<file path="src/rtl/dsp_seq_pkg.sv">
// Shared types and constants for the DSP address-generator sequencer.
package dsp_seq_pkg;

  typedef enum logic [2:0] {
    ST_INIT    = 3'd0,
    ST_IDLE    = 3'd1,
    ST_TAP_S   = 3'd2,
    ST_TAP_C   = 3'd3,
    ST_ROW_ADV = 3'd4,
    ST_SER_ADV = 3'd5,
    ST_FLUSH   = 3'd6,
    ST_DONE    = 3'd7
  } state_t;

  localparam logic [3:0] SEL_INC_S   = 4'b0001;
  localparam logic [3:0] SEL_RST_S   = 4'b0010;
  localparam logic [3:0] SEL_INC_C   = 4'b0100;
  localparam logic [3:0] SEL_RST_C   = 4'b1000;
  localparam logic [3:0] SEL_ADV_ROW = SEL_INC_S | SEL_INC_C;
  localparam logic [3:0] SEL_RST_ALL = SEL_RST_S | SEL_RST_C;

  // Index width for a counter spanning 0..n-1, never narrower than one bit.
  function automatic int unsigned idx_width(input int unsigned n);
    return (n > 1) ? $clog2(n) : 1;
  endfunction

endpackage

</file>
<file path="src/rtl/pipeline_delay.sv">
// Fixed-latency delay line; contents clear synchronously on rst.
module pipeline_delay
  import dsp_seq_pkg::*;
#(
  parameter int unsigned WIDTH     = 1,
  parameter int unsigned CYCLES    = 1,
  parameter bit          SHIFT_MEM = 1'b0
) (
  input  logic             clk,
  input  logic             rst,
  input  logic [WIDTH-1:0] i_data,
  output logic [WIDTH-1:0] o_data
);

  if (SHIFT_MEM == 1'b0) begin : g_reg
    logic [WIDTH-1:0] r_stage [CYCLES];

    // Register chain; every stage input is muxed to zero while rst is high.
    always_ff @(posedge clk) begin
      r_stage[0] <= rst ? '0 : i_data;
      for (int unsigned k = 1; k < CYCLES; k++) begin
        r_stage[k] <= rst ? '0 : r_stage[k-1];
      end
    end

    assign o_data = r_stage[CYCLES-1];
  end else begin : g_mem
    localparam int unsigned PW = idx_width(CYCLES);
    logic [WIDTH-1:0] r_mem [CYCLES];
    logic [PW-1:0]    r_ptr;
    logic             r_full;

    // Ring buffer; the entry read this cycle was written CYCLES cycles ago.
    // Memory itself is not reset, so output is masked until refilled.
    always_ff @(posedge clk) begin
      r_mem[r_ptr] <= i_data;
      if (rst) begin
        r_ptr  <= '0;
        r_full <= 1'b0;
      end else if (r_ptr == PW'(CYCLES-1)) begin
        r_ptr  <= '0;
        r_full <= 1'b1;
      end else begin
        r_ptr  <= r_ptr + 1'b1;
      end
    end

    assign o_data = r_full ? r_mem[r_ptr] : '0;
  end

endmodule

</file>
<file path="src/rtl/dsp_seq_ctrl.sv">
// Sequencer driving addr_gen: walks series/rows/taps and marks issued ops.
module dsp_seq_ctrl
  import dsp_seq_pkg::*;
#(
  parameter int unsigned OFFSET_WIDTH = 4,
  parameter int unsigned TAPS_S       = 4,
  parameter int unsigned TAPS_C       = 2,
  parameter int unsigned NUM_ROWS     = 4,
  parameter int unsigned NUM_SERIES   = 2,
  parameter int unsigned PIPE_LAT     = 3
) (
  input  logic                               clk,
  input  logic                               rst,
  input  logic                               start,
  input  logic                               abort,
  output logic                               busy,
  output logic                               done,
  output logic [3:0]                         addr_sel,
  output logic [OFFSET_WIDTH-1:0]            addr_ptr,
  output logic                               series_inc,
  output logic                               series_rst,
  output logic                               op_valid,
  output logic                               op_last,
  output logic                               addr_valid,
  output logic                               addr_last,
  output logic [idx_width(NUM_ROWS)-1:0]     row_idx,
  output logic [idx_width(NUM_SERIES)-1:0]   series_idx
);

  localparam int unsigned TW = OFFSET_WIDTH - 1;
  localparam int unsigned RW = idx_width(NUM_ROWS);
  localparam int unsigned SW = idx_width(NUM_SERIES);
  localparam int unsigned FW = idx_width(PIPE_LAT);
  localparam bit          HAS_C    = (TAPS_C > 0);
  localparam logic [TW-1:0] LAST_S   = TW'(TAPS_S - 1);
  localparam logic [TW-1:0] LAST_C   = TW'(HAS_C ? TAPS_C - 1 : 0);
  localparam logic [RW-1:0] LAST_ROW = RW'(NUM_ROWS - 1);
  localparam logic [SW-1:0] LAST_SER = SW'(NUM_SERIES - 1);
  localparam logic [FW-1:0] LAST_FL  = FW'(PIPE_LAT - 1);

  state_t        r_state, w_next, w_adv;
  logic          r_rst_q;
  logic [TW-1:0] r_tap;
  logic [RW-1:0] r_row;
  logic [SW-1:0] r_ser;
  logic [FW-1:0] r_fl;

  logic                    w_busy, w_done, w_sinc, w_srst, w_opv, w_opl;
  logic [3:0]              w_sel;
  logic [OFFSET_WIDTH-1:0] w_ptr;
  logic [1:0]              w_dly_out;

  // State register; r_rst_q masks all outputs during reset and holds INIT
  // for the first cycle after release.
  always_ff @(posedge clk) begin
    if (rst) begin
      r_state <= ST_INIT;
      r_rst_q <= 1'b1;
    end else begin
      r_state <= w_next;
      r_rst_q <= 1'b0;
    end
  end

  // Next-state logic.
  always_comb begin
    w_next = r_state;
    w_adv  = (r_row == LAST_ROW) ? ST_SER_ADV : ST_ROW_ADV;
    if (r_rst_q) begin
      w_next = ST_INIT;
    end else begin
      case (r_state)
        ST_INIT:    w_next = ST_IDLE;
        ST_IDLE:    if (start && !abort) w_next = ST_TAP_S;
        ST_TAP_S: begin
          if (abort)                w_next = ST_INIT;
          else if (r_tap == LAST_S) w_next = HAS_C ? ST_TAP_C : w_adv;
        end
        ST_TAP_C: begin
          if (abort)                w_next = ST_INIT;
          else if (r_tap == LAST_C) w_next = w_adv;
        end
        ST_ROW_ADV: w_next = abort ? ST_INIT : ST_TAP_S;
        ST_SER_ADV: begin
          if (abort)                 w_next = ST_INIT;
          else if (r_ser == LAST_SER) w_next = ST_FLUSH;
          else                       w_next = ST_TAP_S;
        end
        ST_FLUSH: begin
          if (abort)                w_next = ST_INIT;
          else if (r_fl == LAST_FL) w_next = ST_DONE;
        end
        ST_DONE:    w_next = abort ? ST_INIT : ST_IDLE;
        default:    w_next = ST_INIT;
      endcase
    end
  end

  // Tap/row/series/flush counters; cleared whenever heading to INIT or IDLE.
  always_ff @(posedge clk) begin
    if (rst || w_next == ST_INIT || w_next == ST_IDLE) begin
      r_tap <= '0;
      r_row <= '0;
      r_ser <= '0;
      r_fl  <= '0;
    end else begin
      case (r_state)
        ST_TAP_S:   r_tap <= (r_tap == LAST_S) ? '0 : r_tap + 1'b1;
        ST_TAP_C:   r_tap <= (r_tap == LAST_C) ? '0 : r_tap + 1'b1;
        ST_ROW_ADV: r_row <= r_row + 1'b1;
        ST_SER_ADV: begin
          r_row <= '0;
          r_ser <= (r_ser == LAST_SER) ? '0 : r_ser + 1'b1;
          r_fl  <= '0;
        end
        ST_FLUSH:   r_fl  <= (r_fl == LAST_FL) ? '0 : r_fl + 1'b1;
        ST_IDLE: begin
          r_tap <= '0;
          r_row <= '0;
          r_ser <= '0;
          r_fl  <= '0;
        end
        default: ;
      endcase
    end
  end

  // Moore output decode from state and counters only.
  always_comb begin
    w_busy = 1'b0;
    w_done = 1'b0;
    w_sinc = 1'b0;
    w_srst = 1'b0;
    w_opv  = 1'b0;
    w_opl  = 1'b0;
    w_sel  = '0;
    w_ptr  = '0;
    if (!r_rst_q) begin
      case (r_state)
        ST_INIT: begin
          w_sel  = SEL_RST_ALL;
          w_srst = 1'b1;
          w_busy = 1'b1;
        end
        ST_TAP_S: begin
          w_busy = 1'b1;
          w_opv  = 1'b1;
          w_ptr  = {1'b0, r_tap};
          w_opl  = !HAS_C && (r_tap == LAST_S);
        end
        ST_TAP_C: begin
          w_busy = 1'b1;
          w_opv  = 1'b1;
          w_ptr  = {1'b1, r_tap};
          w_opl  = (r_tap == LAST_C);
        end
        ST_ROW_ADV: begin
          w_busy = 1'b1;
          w_sel  = SEL_ADV_ROW;
        end
        ST_SER_ADV: begin
          w_busy = 1'b1;
          w_sel  = SEL_RST_ALL;
          if (r_ser == LAST_SER) w_srst = 1'b1;
          else                   w_sinc = 1'b1;
        end
        ST_FLUSH: w_busy = 1'b1;
        ST_DONE:  w_done = 1'b1;
        default: ;
      endcase
    end
  end

  pipeline_delay #(
    .WIDTH    (2),
    .CYCLES   (PIPE_LAT),
    .SHIFT_MEM(1'b0)
  ) u_dly (
    .clk    (clk),
    .rst    (rst),
    .i_data ({w_opl, w_opv}),
    .o_data (w_dly_out)
  );

  assign busy       = w_busy;
  assign done       = w_done;
  assign addr_sel   = w_sel;
  assign addr_ptr   = w_ptr;
  assign series_inc = w_sinc;
  assign series_rst = w_srst;
  assign op_valid   = w_opv;
  assign op_last    = w_opl;
  assign addr_valid = w_dly_out[0];
  assign addr_last  = w_dly_out[1];
  assign row_idx    = r_row;
  assign series_idx = r_ser;

endmodule

</file>
<file path="config.mk">
export PLATFORM = sky130hd
export DESIGN_NAME = dsp_seq_ctrl
export DESIGN_NICKNAME = d
export VERILOG_FILES = /design/src/rtl/dsp_seq_pkg.sv /design/src/rtl/pipeline_delay.sv /design/src/rtl/dsp_seq_ctrl.sv
export SDC_FILE = /design/constraint.sdc
export NUM_CORES = 1
export LEC_CHECK = 0
export BUFFER_PORTS_ARGS = -buffer_cell sky130_fd_sc_hd__buf_2
export CORE_MARGIN = 4
export CORE_UTILIZATION = 56
export CTS_CLUSTER_SIZE = 8
export DETAILED_ROUTE_END_ITERATION = 12
export GPL_TIMING_DRIVEN = 0
export PLACE_DENSITY = 0.82
export RECOVER_POWER = 100
export SLEW_MARGIN = 30
export SYNTH_ARGS = -nofsm -noshare
export SYNTH_HDL_FRONTEND = slang
export SYNTH_SLANG_ARGS = --single-unit
</file>
<file path="constraint.sdc">
create_clock -name clk -period 4.2 [get_ports clk]
set_input_delay 0.21 -clock clk [delete_from_list [all_inputs] [get_ports clk]]
set_output_delay 0.21 -clock clk [all_outputs]
set_load 0.02 [all_outputs]
</file>
==> summary.md <==
| Metric | Value |
|---|---|
| Outcome | `finished, final reports clean` |
| HPWL after detailed placement | `~1.7 mm` |
| Critical path arrival | `2.33 ns` |
| Yosys reg bits | `18` |
| Avg Vias per Cell | `5.404` |
| Slew margin rel. | `between 70% and 80%` |
| Unrepaired setup endpoints after global routing | `no` |
| Port bufs | `22` |
| Site row count | `15` |
| Vias in the first global route | `around 860` |
| Worst slack, placed | `about 2.6 ns` |
| Layout cell share with drive strength beyond 1 | `around 16%` |
| Clock sinks | `18` |
| Main combinational cell family by area after synthesis | `simple AND/OR/NAND/NOR gates` |
| Hold Path Stages | `1` |
| Die Y | `about 51 um` |
| Number of synthesized flops with an enable pin | `0` |
| Mapped Cells | `120` |
| Asr flop ratio synth | `0%` |
| First-pass GRT wire length | `about 3.8 mm` |
| Largest net degree at the start of global routing | `11` |
| Final net count | `156` |
| Critical R2R Launch | `r_state[0]$_SDFF_PP0_` |
| Fmax | `394.2 MHz` |
| Setup Buffers After CTS | `0` |
| First-pass DRT Iterations | `4` |
| Routed vias | `924` |
| Hold buffers post-CTS | `0` |
| IO Count | `23` |
| Final WS setup | `between 1.5 and 2 ns` |
| Peak supply drop | `0.1788 mV` |
| WP data required | `roughly 4 ns` |
| Initial antenna violation count | `0` |
| R2R cell count | `5` |
| GR Overflow Total | `0` |
| Num CTS Buffers | `3` |
| Critical Path Start Type | `register` |
| P_leak | `around 0.00039 uW` |
| Wirelength, routed | `about 2.2 mm` |
| FILL cells | `162` |
| Pwr dens | `269.1 nW/um^2` |
| WL/cell | `12.92 um` |
| Xor and xnor area share after synthesis | `0%` |
| CTS tree | `built` |
| Worst r2r dst | `row_idx[0]$_SDFFE_PP0P_` |
| Proportion of synthesized chip area in sequential cells | `a little over a third` |
| Netlist cell types | `32` |
| Synthesized cell area | `between 1000 and 1500 um^2` |
| Post-route cell area | `roughly 1100 um^2` |
| Clock Pin Slew Worst Setup and Hold Paths | `0.11 ns` |
| Setup_tns | `0 ns` |
| Layout Skew | `0.004659 ns` |
| Die ar. | `roughly 2600 um^2` |
| Antenna viol nets, final | `0` |
| RePlAce Congestion | `0.8655` |
| CTS Root Cell | `clkbuf_4` |
| Syn-to-layout area delta | `13.23%` |
| Post-synth net total | `between 100 and 150` |
| Adder-Cell Fraction of Synth Area | `slightly above 6%` |
| H-tree Lvls | `1` |
| Starting Density | `around 59%` |
| Max-slew violation count | `0` |
| Critical path peak fanout | `10` |
| Die width | `50.52 um` |
| Remaining DRCs | `0` |
| Final-report setup violation count | `0` |
| Hold Crit Start | `rst` |
| Clk buf depth | `2` |
| Warnings, synthesis | `0` |
| Min-delay worst type | `in2reg` |
| Post-synthesis mux area share | `0%` |
| Commonest non-fill, non-tap cell in the layout | `clkbuf_1` |
| GRT Util Overall | `about a fifth` |
| Slew @ Worst Pin | `0.4466 ns` |
| CP endpoint kind | `primary output` |
| Cells after DPL | `approximately 170` |
| Max-cap violations | `0` |
| Core area | `1727 um^2` |
| Worst-Skew Late Latency | `approximately 0.3 ns` |
| Synth Area in Simple Gates | `28.92%` |
| CP Class | `reg2out` |
| Avg Synthesized Cell Area | `8.435 um^2` |
| Synth Flop Type | `dfxtp_1` |
| Period Utilization, post-route | `approximately 60%` |
| Fin. Hold Viols | `0` |
| Commonest non-fill, non-tap cells in the layout | `22 x clkbuf_1, 18 x dfxtp_1, 10 x nor3_1, 9 x nor2b_1` |
| R2R Setup Slk | `between 2 and 2.5 ns` |
| Drt first-iter violations | `15` |
| Cts repair resizes | `0` |
| Compound-Gate Fraction of Synth Area | `about a fifth` |
| Diodes inserted | `0` |
| Dpl cell area | `between 1000 and 1500 um^2` |
| Hold EP | `r_rst_q$_DFF_P_` |
| Non-filler instance count after layout | `171` |
| Post-layout min period | `around 2.5 ns` |
final cells by class:
cell class	count	area, um^2	area share, %
Tap cell	25	31.28	2.729
Multi-Input combinational cell	85	551.8	48.14
Buffer	10	52.55	4.585
Clock buffer	4	36.28	3.166
Inverter	7	26.28	2.293
Timing Repair Buffer	22	87.58	7.642
Sequential cell	18	360.3	31.44
power by group:
group	internal, uW	total [uW]	leakage, uW	switching, uW
clock	52.9	109	0.0000210	56.5
sequential	172	173	0.000146	1.20
combinational	8.24	25.9	0.000226	17.6
total	233	308	0.000393	75.3
routing by layer:
metal	vias to the layer above	part of all wire, %	global-route usage (%)
met5	-	0	0
met4	0	1.7	8.072
met3	5	4.5	3.264
met2	23	46	30.65
met1	426	48	25.05
li1	470	-	-
worst max-delay path by stage:
stage                          startpoint          end  slack [ns]  cells after the start
global route        r_state[0]$_SDFF_PP0_  addr_sel[3]        1.47                      6
finish              r_state[0]$_SDFF_PP0_  addr_sel[3]        1.66                      6
CTS                 r_state[0]$_SDFF_PP0_  addr_sel[3]        2.22                      6
floorplan           r_state[0]$_SDFF_PP0_  addr_sel[3]        2.36                      4
global placement    r_state[0]$_SDFF_PP0_  addr_sel[3]        2.59                      6
detailed placement  r_state[0]$_SDFF_PP0_  addr_sel[3]        2.56                      6
registers in the layout, indices dropped and copies added (netlist names):
register and cells:
u_dly.g_reg.r_stage 6, r_state 3, r_tap 3, r_fl 2
row_idx 2, r_rst_q 1, series_idx 1
metrics by stage:
step | hold slack [ns] | power (uW) | utilization, %
final | 0.1724 | 308.4 | 66.38
after global routing | 0.1809 | 323.2 | 66.38
after CTS | 0.1105 | 312.9 | 68.91
after detailed placement | 0.4231 | 205.1 | 66.81
after global placement | 0.4189 | 204.5 | 66.81
after floorplan | 0.2377 | 196.2 | -
synthesized netlist by cell type (all sizes together), types with 2 or more instances:
library cell   n  area share [%]
nor3          10             4.9
nand2          6             2.5
a211oi         6             4.9
nor3b          2             1.5
a31oi          5             3.1
ha             5             6.2
o21ai          8             5.1
nand3          2            0.99
dfxtp         18              36
nor2b          9             5.6
inv            7             2.6
a21oi          8             5.8
nor4           2             1.9
buf            9             5.7
nor2           9             4.3
nand2b         6             3.7
critical path: stages, from the launching register on:
cell      delay (ns)
dfxtp_1         0.39
clkbuf_1        0.35
clkbuf_1        0.41
nand2_1         0.20
a211oi_1        0.31
buf_4           0.15
clkbuf_1        0.22
cell families after synthesis:
kind of cell | count (synthesis)
flip-flops | 18
buffers and inverters | 17
AND/OR/NAND/NOR | 51
adder cells (fa/ha/maj) | 5
AO/OA/AOI/OAI | 29
No activity file was read; power rests on OpenSTA's default activity.
